===== src/rtl/bram_arbiter_if.sv =====
// Requester-side memory port: one request/grant handshake plus the read-return path.
// The requester drives through the master modport and the arbiter takes the slave modport.
interface bram_arbiter_if #(
    parameter int ADDR_W = 32,
    parameter int DATA_W = 32
);
    logic              req;
    logic              we;
    logic [ADDR_W-1:0] addr;
    logic [DATA_W-1:0] wdata;
    logic              gnt;
    logic              rvalid;
    logic [DATA_W-1:0] rdata;

    modport master (
        output req,
        output we,
        output addr,
        output wdata,
        input  gnt,
        input  rvalid,
        input  rdata
    );

    modport slave (
        input  req,
        input  we,
        input  addr,
        input  wdata,
        output gnt,
        output rvalid,
        output rdata
    );
endinterface


===== src/rtl/bram_arbiter.sv =====
// Two-port round-robin arbiter sharing one single-port BRAM between instruction fetch
// (m0) and data load/store (m1). Grant is combinational on the live requests; only the
// priority pointer and the pending-read tag are registered.
module bram_arbiter #(
    parameter int ADDR_W  = 32,
    parameter int DATA_W  = 32,
    parameter int BRAM_AW = 10
) (
    input  logic               clk,
    input  logic               rst,
    bram_arbiter_if.slave      m0,
    bram_arbiter_if.slave      m1,
    output logic               bram_we,
    output logic [BRAM_AW-1:0] bram_addr,
    output logic [DATA_W-1:0]  bram_din,
    input  logic [DATA_W-1:0]  bram_dout
);

    logic r_prio;      // 0: port 0 wins a tie, 1: port 1 wins a tie
    logic r_rd_vld;    // a read was granted last cycle
    logic r_rd_port;   // which port that read belongs to

    logic w_gnt0;
    logic w_gnt1;
    logic w_prio_nxt;
    logic w_rd_vld_nxt;
    logic w_rd_port_nxt;

    // Byte-offset bits and bits above the BRAM depth are dropped; addresses wrap.
    logic w_unused_addr;
    assign w_unused_addr = ^{m0.addr[ADDR_W-1:BRAM_AW+2], m0.addr[1:0],
                             m1.addr[ADDR_W-1:BRAM_AW+2], m1.addr[1:0]};

    // Arbitration: a lone requester wins, ties go to the pointer; nothing granted in reset.
    always_comb begin
        w_gnt0 = 1'b0;
        w_gnt1 = 1'b0;
        if (!rst) begin
            if (m0.req && (!m1.req || !r_prio)) begin
                w_gnt0 = 1'b1;
            end else if (m1.req) begin
                w_gnt1 = 1'b1;
            end
        end
    end

    // BRAM drive: port 1's fields only when it holds the grant, otherwise port 0's.
    always_comb begin
        bram_addr = m0.addr[BRAM_AW+1:2];
        bram_din  = m0.wdata;
        bram_we   = 1'b0;
        if (w_gnt1) begin
            bram_addr = m1.addr[BRAM_AW+1:2];
            bram_din  = m1.wdata;
            bram_we   = m1.we;
        end else if (w_gnt0) begin
            bram_we   = m0.we;
        end
    end

    // Next-state: pointer moves to the other port after a transfer; tag granted reads.
    always_comb begin
        w_prio_nxt    = r_prio;
        w_rd_vld_nxt  = (w_gnt0 && !m0.we) || (w_gnt1 && !m1.we);
        w_rd_port_nxt = w_gnt1;
        if (w_gnt0) begin
            w_prio_nxt = 1'b1;
        end else if (w_gnt1) begin
            w_prio_nxt = 1'b0;
        end
    end

    // State registers with synchronous reset.
    always_ff @(posedge clk) begin
        if (rst) begin
            r_prio    <= 1'b0;
            r_rd_vld  <= 1'b0;
            r_rd_port <= 1'b0;
        end else begin
            r_prio    <= w_prio_nxt;
            r_rd_vld  <= w_rd_vld_nxt;
            r_rd_port <= w_rd_port_nxt;
        end
    end

    // Outputs: grants straight through; read data shared, valid only for the tagged port.
    // A read granted just before reset still returns while rst is high.
    always_comb begin
        m0.gnt    = w_gnt0;
        m1.gnt    = w_gnt1;
        m0.rvalid = r_rd_vld && !r_rd_port;
        m1.rvalid = r_rd_vld && r_rd_port;
        m0.rdata  = bram_dout;
        m1.rdata  = bram_dout;
    end

endmodule


===== src/flat_wrapper.sv =====
// flat-port wrapper written by rule: the top's interface ports become plain ports
module bram_arbiter_flat 
#(
    parameter int ADDR_W  = 32,
    parameter int DATA_W  = 32,
    parameter int BRAM_AW = 10
)
  (clk, rst, bram_we, bram_addr, bram_din, bram_dout, m0_req, m0_we, m0_addr, m0_wdata, m0_gnt, m0_rvalid, m0_rdata, m1_req, m1_we, m1_addr, m1_wdata, m1_gnt, m1_rvalid, m1_rdata);
  bram_arbiter_if #(.ADDR_W(ADDR_W), .DATA_W(DATA_W)) m0_i ();
  bram_arbiter_if #(.ADDR_W(ADDR_W), .DATA_W(DATA_W)) m1_i ();
  input  logic clk;
  input  logic rst;
  output logic bram_we;
  output logic [BRAM_AW-1:0] bram_addr;
  output logic [DATA_W-1:0] bram_din;
  input  logic [DATA_W-1:0] bram_dout;
  input wire logic [$bits(m0_i.req)-1:0] m0_req;
  input wire logic [$bits(m0_i.we)-1:0] m0_we;
  input wire logic [$bits(m0_i.addr)-1:0] m0_addr;
  input wire logic [$bits(m0_i.wdata)-1:0] m0_wdata;
  output wire logic [$bits(m0_i.gnt)-1:0] m0_gnt;
  output wire logic [$bits(m0_i.rvalid)-1:0] m0_rvalid;
  output wire logic [$bits(m0_i.rdata)-1:0] m0_rdata;
  input wire logic [$bits(m1_i.req)-1:0] m1_req;
  input wire logic [$bits(m1_i.we)-1:0] m1_we;
  input wire logic [$bits(m1_i.addr)-1:0] m1_addr;
  input wire logic [$bits(m1_i.wdata)-1:0] m1_wdata;
  output wire logic [$bits(m1_i.gnt)-1:0] m1_gnt;
  output wire logic [$bits(m1_i.rvalid)-1:0] m1_rvalid;
  output wire logic [$bits(m1_i.rdata)-1:0] m1_rdata;
  assign m0_i.req = m0_req;
  assign m0_i.we = m0_we;
  assign m0_i.addr = m0_addr;
  assign m0_i.wdata = m0_wdata;
  assign m0_gnt = m0_i.gnt;
  assign m0_rvalid = m0_i.rvalid;
  assign m0_rdata = m0_i.rdata;
  assign m1_i.req = m1_req;
  assign m1_i.we = m1_we;
  assign m1_i.addr = m1_addr;
  assign m1_i.wdata = m1_wdata;
  assign m1_gnt = m1_i.gnt;
  assign m1_rvalid = m1_i.rvalid;
  assign m1_rdata = m1_i.rdata;
  bram_arbiter #(.ADDR_W(ADDR_W), .DATA_W(DATA_W), .BRAM_AW(BRAM_AW)) u_core (.clk(clk), .rst(rst), .m0(m0_i), .m1(m1_i), .bram_we(bram_we), .bram_addr(bram_addr), .bram_din(bram_din), .bram_dout(bram_dout));
endmodule

===== config.mk =====
export PLATFORM = sky130hd
export DESIGN_NAME = bram_arbiter_flat
export DESIGN_NICKNAME = d
export VERILOG_FILES = /design/src/rtl/bram_arbiter_if.sv /design/src/rtl/bram_arbiter.sv /design/src/flat_wrapper.sv
export SDC_FILE = /design/constraint.sdc
export NUM_CORES = 1
export LEC_CHECK = 0
export CAP_MARGIN = 0
export CORE_AREA = 3 3 107 109
export CTS_CLUSTER_SIZE = 8
export DETAILED_ROUTE_END_ITERATION = 10
export DIE_AREA = 0 0 110 112
export PLACE_DENSITY = 0.57
export SYNTH_ARGS = -nofsm -noshare
export SYNTH_HDL_FRONTEND = slang
export SYNTH_SLANG_ARGS = --single-unit
export TNS_END_PERCENT = 5

===== constraint.sdc =====
create_clock -name clk -period 2.4 [get_ports clk]
set_clock_uncertainty 0.2 [all_clocks]
set_input_delay 0.48 -clock clk [delete_from_list [all_inputs] [get_ports clk]]
set_output_delay 0.48 -clock clk [all_outputs]
set_load 0.05 [all_outputs]

==> metrics.cfg <==
[status]
status = completed

[sta]
whs_ps = 341
post-route-period-util = 0.976
fin_crit_ps = 2340
rsz0062_at_grt = no
final.setup.worst_slack_ps = 56.5
final_hold_viol_count = 0
slew_violations = 0
maxSlewHeadroom = 0.831
tightest_slew_ps = 252
finalSetupViolCount = 0
max_freq_ghz = 0.427

[placed_design]
placed_cell_area_um2 = 2390
dp_worst_setup_slack_ps = -278
port_buffers = 136
dpl.hpwl_um = 3680
finalWeightedCongestion = 0.652

[routing]
routed_wl_um = 4460
drtPass1Iterations = 2
viasPerCell = 3.22
drtIter0Drc = 9
route.vias.total = 1144
wl_per_cell_um = 12.6
drc = 0
drtAntennaViolNets = 0

[min_path]
hold_path.startpoint = u_core.r_prio
holdPathEnd = u_core.r_prio
hp-class = reg -> reg
min_path_cells = 2

[cells_and_area]
nets = 382
diodes = 0
areaGrowthSynthToFinish_pct = 102
fin_area_um2 = 2640
drive_gt1_frac = 0.507

[setup_path]
cpMostUsedCell = buf_12
reg2reg_from = u_core.r_prio
crit_path_end_kind = output port
crit_family = buffers and inverters
critPathKind = in -> out
ff2ff_setup_slack_ps = 1210
required_ps = 1720
crit_chain = dlygate4sd2_1 > nand3b_4 > buf_12 > buf_12 > mux2_4 > buf_8
r2r_cells = 4
startpoint_type = input pin
critPathSlowestCell = mux2_4
cp_max_fo = 8
cp.arrival_ps = 1660
cp_slowest_stage_delay_ps = 310
r2r_end = u_core.r_rd_port
path_buf_inv = 4

[logic_synthesis]
synth_edf_count = 0
synthFlopType = dfxtp_1
synth-seq-area-share = 0.0459
synth_area_per_cell_um2 = 10.1
synthesis.nets = 296
netlist_area_um2 = 1310
ys_types = 17
ys_warn_count = 0
async_flop_share = 0
yosysTopAreaCell = mux2_4
yosys_register_bits = 3
synth_top_area_frac = 0.436
synthCells = 130
synthTopCellsByCount = 64 x buf_4, 38 x mux2_4, 4 x buf_6, 4 x mux2_2
yosysMostFrequentCell = buf_4
synth_area_leaders = mux2_4 44%, buf_4 37%, dfxtp_1 4.6%

[global_route]
top_usage_layer = met2
grt_max_degree = 9
grt_pass1_wl_um = 6230
grt_use_met1 = 0.0621
track_usage = 0.0634
overflow = 0
grt_pass1_vias = 1228
met3_usage = 0.0272
grt_use_met2 = 0.120
antenna_found_initial = 0

[floorplanning]
die_h_um = 112
start_util = 0.122
ios = 277
fp-row-count = 38
core-area_um2 = 10700
die_x_um = 110
dieArea_um2 = 12300

[clock_tree]
holdBufCountCts = 0
cts_tree = built
path_clk_slew_ps = 30
cts_made_buffers = 3
insertion_delay_ps = 220
htree_num_levels = 1
clkSinkCount = 3
clock_path_buffers = 2
cts_root_buf = clkbuf_8

[power]
p_switching_uw = 359
p_per_area_nw_per_um2 = 336
swShare = 0.403
p_comb_frac = 0.774
vdd_ir_drop_max_uv = 405
p_leak_nw = 1.25
seqPwrFrac = 0.062
pwr-share-clk = 0.164
intPower_uw = 531

[job]
max_cap_violations = 0

-- state kept, by name (all words and copies together), names as in the netlist --
name	count
u_core.r_rd_port	1
u_core.r_rd_vld	1
u_core.r_prio	1
-- power groups by stage --
stage	registers, mW	logic, mW	clock network (mW)
floorplan	0.0556	0.641	0
global placement	0.0560	0.636	0
detailed placement	0.0561	0.638	0
CTS	0.0554	0.694	0.151
global route	0.0560	0.718	0.157
finish	0.0554	0.688	0.146
-- cell families after synthesis --
family,after synthesis,share of synthesized area
AOI/OAI and AO/OA,3,0.0143
buffers and inverters,70,0.407
DFF,3,0.0459
muxes,42,0.470
and+or+nand+nor,12,0.0622
-- per-layer routing --
layer,up-vias,share of wire
li1,539,-
met1,521,0.31
met2,80,0.51
met3,4,0.17
met4,0,0.010
met5,-,0
-- cells in the final DEF (no fill, tap or decap) --
master	instances
buf_4	16
clkbuf_2	1
dfxtp_1	3
clkdlybuf4s15_1	1
buf_12	10
nand2_1	3
clkdlybuf4s50_1	86
inv_1	2
nor2_1	2
nand3_1	2
clkbuf_1	1
buf_8	1
o21ai_0	1
bufbuf_16	1
a21oi_1	1
nand2b_4	1
buf_16	1
o32ai_1	1
and2_1	1
buf_6	31
or2_2	1
mux2_4	41
clkbuf_8	3
nor2b_1	1
dlygate4sd2_1	1
nand3b_4	1
mux2_2	1
-- area by class of cell --
class	count	area, µm²
inverters	2	7.51
repair buffers	149	1630
clock buffers	4	45.0
well taps	140	175
fillers	1141	8050
multi-input cells	57	727
flip-flops and latches	3	60.1
-- how the worst max path moves through the flow --
stage	startpoint	end	slack [ps]	depth (start not counted)
6_report	m1_req	bram_addr[2]	60	6
5_1_grt	m1_req	bram_addr[2]	7	6
2_1_floorplan	m1_req	bram_we	300	3
3_5_place_dp	m0_req	bram_addr[3]	-280	6
3_3_place_gp	m0_req	bram_addr[2]	-280	6
4_1_cts	m0_req	bram_addr[2]	1	7
-- through the flow --
step | std cells | total power [mW] | util | TNS, ps
6_report | 355 | 0.890 | 0.247 | 0
5_1_grt | 355 | 0.931 | 0.247 | 0
4_1_cts | 355 | 0.901 | 0.248 | 0
3_5_place_dp | 348 | 0.695 | 0.223 | -10290
3_3_place_gp | 348 | 0.692 | 0.223 | -10220
2_1_floorplan | 130 | 0.696 | - | 0
-- worst min-delay path, cell delays in order (launching register included) --
cell and delay [ps]:
dfxtp_1 330, o21ai_0 100, nor2_1 70
-- timing repair --
item / CTS / global route
setup buffers: 1 / 0
endpoints found under the hold margin: 0 / 0
gates resized for setup: 42 / 1
cloned: 2 / 0
setup endpoints to repair: 43 / 35
(Power assumes the default switching activity.)
